$ cat config.mk
export PLATFORM = sky130hd
export DESIGN_NAME = uart_rx_oversampled
export DESIGN_NICKNAME = d
export VERILOG_FILES = /design/src/rtl/serial_pkg.sv /design/src/rtl/tick_gen.sv /design/src/rtl/uart_rx_oversampled.sv
export SDC_FILE = /design/constraint.sdc
export NUM_CORES = 1
export LEC_CHECK = 0
export BUFFER_PORTS_ARGS = -buffer_cell sky130_fd_sc_hd__buf_2
export CORE_ASPECT_RATIO = 0.7
export CORE_MARGIN = 1.5
export CORE_UTILIZATION = 65
export CTS_BUF_LIST = sky130_fd_sc_hd__clkbuf_2 sky130_fd_sc_hd__clkbuf_4 sky130_fd_sc_hd__clkbuf_8
export DETAILED_ROUTE_END_ITERATION = 10
export PLACE_DENSITY = 0.86
export SYNTH_ARGS = -nofsm -noshare
export SYNTH_HDL_FRONTEND = slang
export SYNTH_SLANG_ARGS = --single-unit
$ cat constraint.sdc
create_clock -name clk -period 4.5 [get_ports clk]
set_input_delay 0.225 -clock clk [delete_from_list [all_inputs] [get_ports clk]]
set_output_delay 0.225 -clock clk [all_outputs]
set_load 0.03 [all_outputs]
$ cat src/rtl/serial_pkg.sv
// Shared definitions for the 8N1 serial link (receiver and transmitter).
package serial_pkg;

  // Default frame and timing parameters for both link directions
  localparam int DEF_DATA_BITS     = 8;
  localparam int DEF_OVERSAMPLE    = 16;
  localparam int DEF_CLKS_PER_TICK = 16;

  // Receiver state encoding
  typedef enum logic [2:0] {
    IDLE     = 3'd0,
    START    = 3'd1,
    DATA     = 3'd2,
    STOP     = 3'd3,
    BRK_WAIT = 3'd4
  } rx_state_t;

  // Counter width able to hold 0..n-1, never narrower than one bit
  function automatic int cnt_width(input int n);
    return (n > 1) ? $clog2(n) : 1;
  endfunction

endpackage

$ cat src/rtl/tick_gen.sv
// Prescaler producing a one-clk tick every CLKS_PER_TICK cycles.
// A synchronous clear restarts the count so tick phase can be aligned
// to an external event (the start edge on the receive side).
module tick_gen
  import serial_pkg::*;
#(
  parameter int CLKS_PER_TICK = DEF_CLKS_PER_TICK
) (
  input  logic clk,
  input  logic rst,
  input  logic clr,
  output logic tick
);

  localparam int CW = cnt_width(CLKS_PER_TICK);
  localparam logic [CW-1:0] LAST = CW'(CLKS_PER_TICK - 1);

  logic [CW-1:0] count;

  // Free-running 0..CLKS_PER_TICK-1 counter, restarted by clr
  always_ff @(posedge clk or posedge rst) begin
    if (rst)
      count <= '0;
    else if (clr || count == LAST)
      count <= '0;
    else
      count <= count + 1'b1;
  end

  // A clear cycle never produces a tick so the new phase starts cleanly
  assign tick = (count == LAST) && !clr;

endmodule

$ cat src/rtl/uart_rx_oversampled.sv
// Oversampling 8N1 serial receiver. The start edge re-phases the
// prescaler, the start bit is confirmed at mid-bit, data bits are taken
// at bit centres LSB first and the stop bit is checked at its centre.
module uart_rx_oversampled
  import serial_pkg::*;
#(
  parameter int DATA_BITS     = DEF_DATA_BITS,
  parameter int OVERSAMPLE    = DEF_OVERSAMPLE,
  parameter int CLKS_PER_TICK = DEF_CLKS_PER_TICK
) (
  input  logic                 clk,
  input  logic                 rst,
  input  logic                 rx,
  output logic [DATA_BITS-1:0] rx_data,
  output logic                 rx_valid,
  output logic                 frame_err,
  output logic                 busy
);

  localparam int TW = cnt_width(OVERSAMPLE);
  localparam int BW = cnt_width(DATA_BITS + 1);
  localparam logic [TW-1:0] T_MID  = TW'(OVERSAMPLE / 2 - 1);
  localparam logic [TW-1:0] T_LAST = TW'(OVERSAMPLE - 1);
  localparam logic [BW-1:0] B_LAST = BW'(DATA_BITS - 1);

  logic                 rx_meta;
  logic                 rx_s;
  logic                 tick;
  rx_state_t            state;
  rx_state_t            state_next;
  logic [TW-1:0]        tcnt;
  logic [BW-1:0]        bcnt;
  logic [DATA_BITS-1:0] shreg;

  logic mid_hit;
  logic end_hit;
  logic start_det;
  logic tcnt_clr;
  logic do_shift;
  logic do_valid;
  logic do_err;

  assign mid_hit = tick && (tcnt == T_MID);
  assign end_hit = tick && (tcnt == T_LAST);

  // Two-flop synchroniser; line idles high so flops reset to 1
  always_ff @(posedge clk or posedge rst) begin
    if (rst) begin
      rx_meta <= 1'b1;
      rx_s    <= 1'b1;
    end else begin
      rx_meta <= rx;
      rx_s    <= rx_meta;
    end
  end

  tick_gen #(
    .CLKS_PER_TICK(CLKS_PER_TICK)
  ) u_tick_gen (
    .clk (clk),
    .rst (rst),
    .clr (start_det),
    .tick(tick)
  );

  // State register
  always_ff @(posedge clk or posedge rst) begin
    if (rst)
      state <= IDLE;
    else
      state <= state_next;
  end

  // Next-state logic
  always_comb begin
    state_next = state;
    case (state)
      IDLE:     if (!rx_s) state_next = START;
      START:    if (mid_hit) state_next = rx_s ? IDLE : DATA;
      DATA:     if (end_hit && bcnt == B_LAST) state_next = STOP;
      STOP:     if (end_hit) state_next = rx_s ? IDLE : BRK_WAIT;
      BRK_WAIT: if (rx_s) state_next = IDLE;
      default:  state_next = IDLE;
    endcase
  end

  // Per-state control strobes for the datapath
  always_comb begin
    start_det = 1'b0;
    tcnt_clr  = 1'b0;
    do_shift  = 1'b0;
    do_valid  = 1'b0;
    do_err    = 1'b0;
    busy      = (state != IDLE);
    case (state)
      IDLE:  start_det = !rx_s;
      START: tcnt_clr  = mid_hit;
      DATA: begin
        do_shift = end_hit;
        tcnt_clr = end_hit;
      end
      STOP: begin
        do_valid = end_hit && rx_s;
        do_err   = end_hit && !rx_s;
      end
      default: ;
    endcase
  end

  // Oversample tick counter, phase-aligned to the start edge
  always_ff @(posedge clk or posedge rst) begin
    if (rst)
      tcnt <= '0;
    else if (start_det || tcnt_clr)
      tcnt <= '0;
    else if (tick)
      tcnt <= (tcnt == T_LAST) ? '0 : tcnt + 1'b1;
  end

  // Data bit counter and LSB-first shift register
  always_ff @(posedge clk or posedge rst) begin
    if (rst) begin
      bcnt  <= '0;
      shreg <= '0;
    end else if (start_det) begin
      bcnt <= '0;
    end else if (do_shift) begin
      bcnt  <= bcnt + 1'b1;
      shreg <= {rx_s, shreg[DATA_BITS-1:1]};
    end
  end

  // Registered result: data and its strobe update in the same clk
  always_ff @(posedge clk or posedge rst) begin
    if (rst) begin
      rx_data   <= '0;
      rx_valid  <= 1'b0;
      frame_err <= 1'b0;
    end else begin
      rx_valid  <= do_valid;
      frame_err <= do_err;
      if (do_valid) rx_data <= shreg;
    end
  end

endmodule
### After elaboration in Yosys (flattened, before gate mapping)

Index checks and enable logic that the tools add are counted.

* memory bits (writable): 0
* logic and storage cells: 62
* output and inout port bits: 11
* input bits: 3
* memories: 0
* ROM bits: 0
* register bits after elaboration: 35
* bits in latches: 0

* muxes and demuxes: 19
* bitwise operators: 1
* $lt $le $gt $ge: 0
* multipliers: 0
* divide/modulo/power cells: 0
* shift-type cells: 0
* reduce and logical (&&, ||, !) cells: 16
* add/subtract/negate cells: 3
* equality and inequality tests: 13

Operators with widths (count)
* two-way mux 4 bit: 6
* two-way mux 3 bit: 6
* one-hot mux 3 bit (5 select lines): 1
* adder 4 x 1 -> 4 bit (second input constant): 3
* != test 2 bit (second input constant): 5
* equality test 4 x 3 -> 1 bit (second input constant): 2
* equality test 4 bit (second input constant): 2
* equality test 3 x 2 -> 1 bit (second input constant): 2
* logical AND 1 bit: 6
* AND reduction 5 bit: 1
* two-way mux 1 bit: 4
* nonzero test 2 bit: 2
* equality test 3 x 1 -> 1 bit (second input constant): 1
* equality test 3 bit (second input constant): 1
* zero test 3 bit: 1
* nonzero test 3 bit: 1
* zero test 1 bit: 2
* logical OR 1 bit: 2
* two-way mux 2 bit: 1
* one-hot mux 1 bit (2 select lines): 1
* AND reduction 2 bit: 1
* inverter 1 bit: 1

### Longest topological paths before layout

Gate-level depths: netlist (run 1).

* word-level depth: 8
* depth in mapped cells: 7
* mapped depth without buffers: 5

### Hierarchy

A second synthesis (run 1) with hierarchy kept.

* cells, all modules: 133
* area total of the unflattened synthesis: 1611.5 um^2

By module, submodules not included
* uart_rx_oversampled: sequential area each 778.2 um^2, times used 1, cells an instance 118, area an instance 1433.9 um^2
* tick_gen: sequential area each 100.1 um^2, times used 1, cells an instance 15, area an instance 177.7 um^2

### Worst setup path before layout (run 1)

OpenSTA, ideal clock, no wires.

* path type: register -> register
* start: reg u_tick_gen.count[0]
* end: reg shreg[0]
* data required time: 4375 ps
* library setup time: 125 ps
* path buffers: 2
* path slack: 2795 ps
* stages on the path, launching flop included: 7
* period minus slack after synthesis: 1705 ps
* arrival time: 1581 ps
* path through: dfrtp_1 > ha_1 > and3_2 > clkbuf_2 > and3_1 > buf_4 > mux2_2

* cells in the longest elaborated chain, start to end: 5

Ends and longest elaborated chain
* start, declared: line tick_gen.sv:18 `logic [CW-1:0] count;`
* start signal, assigned: line tick_gen.sv:27 `count <= count + 1'b1;`
* equality test 4 bit: line tick_gen.sv:31 `assign tick = (count == LAST) && !clr;`
* logical AND 1 bit: line tick_gen.sv:31
* logical AND 1 bit: line uart_rx_oversampled.sv:44 `assign end_hit = tick && (tcnt == T_LAST);`
* two-way mux 1 bit: line uart_rx_oversampled.sv:95 `case (state)`
* AND reduction 2 bit (no line)
* end signal, assigned: line uart_rx_oversampled.sv:129 `shreg <= {rx_s, shreg[DATA_BITS-1:1]};`
* end, declared: line uart_rx_oversampled.sv:33 `logic [DATA_BITS-1:0] shreg;`

Every way passes these cells.
A chain may end at the register's enable or synchronous reset.

### Worst setup path in the final report (run 1)

* start: reg tcnt[0]
* end: reg shreg[0]

* cells in the longest elaborated chain, start to end: 4

Ends and longest elaborated chain
* start, declared: line uart_rx_oversampled.sv:31 `logic [TW-1:0] tcnt;`
* start signal, assigned: line uart_rx_oversampled.sv:117 `tcnt <= (tcnt == T_LAST) ? '0 : tcnt + 1'b1;`
* equality test 4 bit: line uart_rx_oversampled.sv:44
* logical AND 1 bit: line uart_rx_oversampled.sv:44
* two-way mux 1 bit: line uart_rx_oversampled.sv:95
* AND reduction 2 bit (no line)

Every way passes these cells.

==> results.md, run 1 <==
- Routability cong.: 0.766
- Final Hold Viols: 0
- Residual DRC count: 0
- Req. time, crit path: 4.73 ns
- FP Rows: 14
- Yosys cell types: 29
- Ports: 14
- Power Density: 346 mW/mm^2
- Max Slew Vio Count: 0
- Max-cap viol count: 0
- FF+latch count, synth: 35
- CTS root buffer: clkbuf_4
- Post-Syn Area: 0.00157 sq mm
- Most common cell after layout, fill and taps aside: dfrtp_1
- Area Overhead vs Synth: 12.0%
- Starting Density: 71.0%
- Cells after Synth: 130
- Synth warn: 0
- CTS clock-pin slew for the worst setup and hold paths: 0.11 ns
- Routed wire length per instance: 15.4 um
- Fin crit period: 2.03 ns
- Lkg Pwr: 0.878 nW
- VDD IR-drop max: 300 uV
- DIE AREA: 0.00272 sq mm
- Initial antenna violation count: 0
- Final Skew: 0.00440 ns
- Worst-Skew Late Latency: 0.34 ns
- Crit Path Max Fanout: 11
- Syn_nets: 136
- Final worst slack: 2.47 ns
- # Post-CTS Setup Buffers: 0
- Unrepaired setup endpoints after global routing: no
- DP Worst Slack: 2.51 ns
- Core Area: 0.00221 sq mm
- Total Wirelength: 2780 um
- PostCTS Resize Cnt: 0
- Vias in the first global route: 1069
- # hold bufs at CTS: 2
- Antenna Violating Nets Remaining: 0
- Dominant cells by area after synthesis: dfrtp_1 53%, mux2_2 11%, dfstp_2 3.4%, nor2_1 3.1%, nand2_1 2.6%
- Hold Crit Class: reg -> reg
- Fraction of synthesized cell area taken by the top area cell type: 52.7%
- Final std cell area, no fill: 0.00176 sq mm
- Fmax: 493 MHz
- Share of cells above drive strength 1: 30.4%
- First drt pass iteration count: 4
- Critical path start-end classification: reg -> reg
- CTS tree: built
- Setup TNS: 0 ns
- Die width: 61.7 um
- Core Util, Final: 79.5%
- First-pass GRT wire length: 4980 um
- Final period utilization: 45.1%
- Die H: 44.1 um
- Synth area leader: dfrtp_1
- Arrival time worst endpoint: 2.26 ns
- Nets: 153
- GRT overflow: 0
- Area after DPL: 0.00163 sq mm
- Setup crit start kind: flop
- Via count: 1056
- Pin count of the biggest net entering global routing: 36
- CTS Buffer Depth: 2
- Slew HR: 60.8%
- Number of buffers created by CTS: 5
- Starting DRT DRC Count: 60
- Outcome: finished, final reports clean
- Setup-failing EPs final: 0
- CTS H-tree depth: 2
- PortBufs: 13
- Tot GR Track Use: 26.7%
- Worst Tran Pin Value: 0.583 ns
- Most frequent cells in the layout: 33 x dfrtp_1, 16 x mux2_2, 13 x nor2_1, 13 x buf_2, 11 x nand2_1
- Clk sinks: 35
- N_diodes: 0
- Mean number of vias per cell: 5.87
- Sequential area share after synthesis: 56.0%
- Setup crit end kind: flop
- Mean Syn Cell Area: 12.1 sq um
- Detailed placer's ending HPWL: 2020 um
- Hold_ws: 0.364 ns
==> where the power goes <==
part           internal [W]  leakage, nW  switching (W)
sequential         0.000316        0.467     0.00000101
combinational    0.00000258        0.359     0.00000647
clock              0.000173       0.0514       0.000109
total              0.000491        0.878       0.000116
==> state kept, by name, summed over array words and instances, names as in the netlist <==
name / count
rx_data: 8
shreg: 8
bcnt: 4
tcnt: 4
u_tick_gen.count: 4
state: 3
frame_err: 1
rx_meta: 1
rx_s: 1
rx_valid: 1
==> per-layer routing <==
layer	vias to the layer above	track usage [%]	routed length, um
met3	8	9.65	152
met2	27	39.4	1350
li1	494	-	-
met4	0	10.2	49
met5	-	0	0
met1	527	36.6	1230
==> final timing paths <==
path	startpoint	end	slack [ns]	cells after the start
worst max-delay path	tcnt[0]$_DFFE_PP0P_	shreg[0]$_DFFE_PP0P_	2.47	4
worst min-delay path	rx_meta$_DFF_PP1_	rx_s$_DFF_PP1_	0.36	0
worst max register to register	tcnt[0]$_DFFE_PP0P_	shreg[0]$_DFFE_PP0P_	2.47	4
worst min register to register	rx_meta$_DFF_PP1_	rx_s$_DFF_PP1_	0.36	0
max in group asynchronous	rst	rx_meta$_DFF_PP1_	3.64	4
min in group asynchronous	rst	state[2]$_DFFE_PP0P_	0.52	4
==> cell families (layout without fill, tap and decap cells) <==
group           count (synthesis)  after routing  share of synthesized area (%)
simple gates                   46             46                           16.8
flops                          35             35                           56.0
mux                            16             16                           11.5
compound gates                 15             15                           5.67
buf+inv                         8             26                           3.67
xor+xnor                        7              7                           3.91
fa+ha+maj                       3              3                           2.39
==> stage by stage <==
stage | total power (W) | cells
after global placement | 0.000331 | 170
final | 0.000608 | 180
after detailed placement | 0.000331 | 170
after CTS | 0.000612 | 180
after global routing | 0.000626 | 180
after floorplan | 0.000328 | 130
==> worst max-delay path, stage by stage (launching register included) <==
cell	delay (ns)
dfrtp_1	0.43
ha_1	0.30
and3b_1	0.28
and3_1	0.48
mux2_2	0.42
==> cell type report <==
| class | count | area (sq um) |
|---|---|---|
| fill | 137 | 452 |
| timing repair buffer | 16 | 92.6 |
| sequential | 35 | 878 |
| clock inverter | 3 | 67.6 |
| multi-input combinational | 87 | 632 |
| tap | 32 | 40.0 |
| clock buffer | 5 | 37.5 |
| inverter | 2 | 7.51 |
==> cell usage after synthesis (all sizes together) <==
library cell	number
o21ai	4
xnor2	3
nor4	1
clkbuf	1
ha	3
and3	5
inv	2
nor4b	1
nand2	11
dfrtp	33
mux2	16
buf	5
o2111ai	1
nor3b	1
a21oi	6
nand4b	1
a311oi	2
nor2	13
or3	3
dfstp	2
a31oi	2
xor2	4
or2	1
nand4	3
and3b	2
nand3	4
(Power assumes the default switching activity.)
==> run 2, diff against run 1 <==
--- a/config.mk
+++ b/config.mk
@@ -8,10 +8,10 @@
 export BUFFER_PORTS_ARGS = -buffer_cell sky130_fd_sc_hd__buf_2
 export CORE_ASPECT_RATIO = 0.7
 export CORE_MARGIN = 1.5
-export CORE_UTILIZATION = 65
+export CORE_UTILIZATION = 55
 export CTS_BUF_LIST = sky130_fd_sc_hd__clkbuf_2 sky130_fd_sc_hd__clkbuf_4 sky130_fd_sc_hd__clkbuf_8
 export DETAILED_ROUTE_END_ITERATION = 10
-export PLACE_DENSITY = 0.86
+export PLACE_DENSITY = 0.78
 export SYNTH_ARGS = -nofsm -noshare
 export SYNTH_HDL_FRONTEND = slang
 export SYNTH_SLANG_ARGS = --single-unit
==> constraint.sdc (replaced) <==
create_clock -name clk -period 1.85 [get_ports clk]
set_input_delay 0.0925 -clock clk [delete_from_list [all_inputs] [get_ports clk]]
set_output_delay 0.0925 -clock clk [all_outputs]
set_load 0.03 [all_outputs]
==> run 2 against run 1 <==
- core utilization is 10 points lower
- routed wire length is 0.50% lower
- first-iteration DRC count is 35% higher
- via count hardly changed
- clock skew is 0.0020 ns higher
- critical path depth is 1 higher
- worst hold slack worse by 0.0069 ns
- count of clock-buffer cells in the layout is 2 higher
- cell count is 2.8% higher
- setup slack worse by 2.4 ns
- maximum frequency is 14% higher
- critical path type unchanged
==> results.md, run 2 (synthesis gave the netlist of run 1 again) <==
- DP Worst Slack: 0.0686 ns (-2.44 ns)
- Placed Cells: 175 (+2.9%)
- FP Rows: 15 (+1)
- CTS root buffer: clkbuf_8
- CTS tree: built
- Routability cong.: 0.822 (+7.4%)
- Max-cap viol count: 0 (unchanged)
- Initial antenna violation count: 0 (unchanged)
- # Post-CTS Setup Buffers: 0 (unchanged)
- Via count: 1057 (+0.095%)
- Slew HR: 72.0% (+11 points)
- WP buf/inv: 1 (+1)
- Critical path cell sequence: ha_2, and3b_1, and3_1, buf_12, mux2_2
- Worst-Skew Late Latency: 0.28 ns (-0.06 ns)
- Number of buffers created by CTS: 5 (unchanged)
- Setup TNS: 0 ns (unchanged)
- Fillers: 197 (+44%)
- Hold_ws: 0.357 ns (-0.00694 ns)
- Detailed placer's ending HPWL: 1900 um (-6.1%)
- First-pass GRT wire length: 4360 um (-12%)
- Nets: 156 (+2.0%)
- Hold Crit Class: reg -> reg
- Register Area: 878 sq um (unchanged)
- Crit Path Max Fanout: 11 (unchanged)
- Starting Density: 61.0% (-10 points)
- Outcome: finished, final reports clean
- Lkg Pwr: 0.889 nW (+1.3%)
- Core Area: 0.00257 sq mm (+16%)
- Met1 WL: 1250 um (+1.6%)
- Final std cell area, no fill: 0.00178 sq mm (+1.5%)
- Vias in the first global route: 904 (-15%)
- First drt pass iteration count: 4 (unchanged)
- Worst Tran Pin Value: 0.420 ns (-0.163 ns)
- Post-Layout Cell Count: 185 (+2.8%)
- Antenna Violating Nets Remaining: 0 (unchanged)
- Most frequent cells in the layout: 33 x dfrtp_1, 16 x mux2_2, 13 x nor2_1, 13 x buf_2, 11 x nand2_1
- Setup crit end kind: flop
- Fin crit period: 1.78 ns (-0.249 ns)
- Final period utilization: 96.2% (+51 points)
- Total Wirelength: 2770 um (-0.50%)
- Area Overhead vs Synth: 13.6%
- Share of cells above drive strength 1: 33.1% (+2.7 points)
- DIE AREA: 0.00318 sq mm (+17%)
- Die H: 47.7 um (+8.1%)
- Pin count of the biggest net entering global routing: 36 (unchanged)
- Area after DPL: 0.00167 sq mm (+2.3%)
- Req. time, crit path: 2.01 ns (-2.72 ns)
- Top Metal Used: met3
- Largest delay share family, worst path: simple AND/OR/NAND/NOR gates
- Max Slew Vio Count: 0 (unchanged)
- Setup crit start kind: flop
- Slowest-stage cell, CP: dfrtp_1
- Starting DRT DRC Count: 81 (+35%)
- PortBufs: 13 (unchanged)
- N_diodes: 0 (unchanged)
- Mean number of vias per cell: 5.71 (-2.6%)
- Tot GR Track Use: 20.4% (-6.3 points)
- GRT overflow: 0 (unchanged)
- Biggest regs: rx_data: 8 flops, shreg: 8 flops
- DR WL met3: 235 um (+55%)
- Power Density: 749 mW/mm^2 (+120%)
- Final Hold Viols: 0 (unchanged)
- Setup-failing EPs final: 0 (unchanged)
- Die width: 66.8 um (+8.3%)
- Arrival time worst endpoint: 1.94 ns (-0.32 ns)
- CTS clock-pin slew for the worst setup and hold paths: 0.06 ns (-0.05 ns)
- Routed wire length per instance: 14.9 um (-3.2%)
- Final worst slack: 0.0711 ns (-2.40 ns)
- Critical path start-end classification: reg -> reg
- Crit-path max cell delay: 0.43 ns (-0.05 ns)
- Final Skew: 0.00637 ns (+0.00198 ns)
- Most common cell after layout, fill and taps aside: dfrtp_1
- Ports: 14 (unchanged)
- Met2 routed WL: 1280 um (-5.0%)
- Clk sinks: 35 (unchanged)
- Area of the multi-input gates: 637 sq um (+0.79%)
- VDD IR-drop max: 609 uV (+100%)
- Fmax: 562 MHz (+14%)
- Residual DRC count: 0 (unchanged)
- CTS H-tree depth: 2 (unchanged)
- CTS Buffer Depth: 2 (unchanged)
==> run 2: changes by cell type in the layout (fill, tap and decap cells not counted), sizes merged <==
cell / delta
buf: +3
bufinv: -2
clkbuf: +2
clkinv: +1
clkinvlp: -1
==> run 2: final cells by class <==
cell class | count | area share (%)
inverters | 2 | 0.421
well taps | 34 | 2.39
repair buffers | 19 | 7.16
multi-input cells | 87 | 35.7
clock inverters | 1 | 0.281
clock buffers | 7 | 4.71
flip-flops and latches | 35 | 49.3
==> run 2: final timing paths <==
check | depth (start not counted) | slack [ns] | start | to
setup / recovery | 5 | 0.07 | tcnt[0]$_DFFE_PP0P_ | shreg[6]$_DFFE_PP0P_
hold / removal | 0 | 0.36 | rx_meta$_DFF_PP1_ | rx_s$_DFF_PP1_
setup reg to reg | 5 | 0.07 | tcnt[0]$_DFFE_PP0P_ | shreg[6]$_DFFE_PP0P_
hold reg to reg | 0 | 0.36 | rx_meta$_DFF_PP1_ | rx_s$_DFF_PP1_
max in group asynchronous | 4 | 1.07 | rst | rx_s$_DFF_PP1_
min in group asynchronous | 4 | 0.45 | rst | shreg[7]$_DFFE_PP0P_
==> run 2: metrics by stage <==
stage          utilization, %  power [W]
2_1_floorplan               -   0.000797
3_3_place_gp             64.9   0.000805
3_5_place_dp             64.9   0.000806
4_1_cts                  69.1    0.00136
5_1_grt                  69.3    0.00140
6_report                 69.3    0.00134
==> run 2: what timing repair did <==
action / in CTS / in global routing
setup endpoints to repair: 0 / 16
endpoints found under the hold margin: 34 / 0
gates resized for setup: 0 / 2
hold buffers: 2 / 0
==> run 2: metal layers <==
| layer | GRT usage (%) | vias up |
|---|---|---|
| met5 | 0 | - |
| met4 | 7.76 | 0 |
| met3 | 9.18 | 0 |
| met2 | 29.8 | 48 |
| met1 | 27.2 | 511 |
| li1 | - | 498 |
==> run 2: power by group <==
part           internal (W)  total [W]  switching (W)
Sequential         0.000769   0.000772     0.00000234
Clock              0.000293   0.000541       0.000248
Combinational    0.00000631  0.0000222      0.0000159
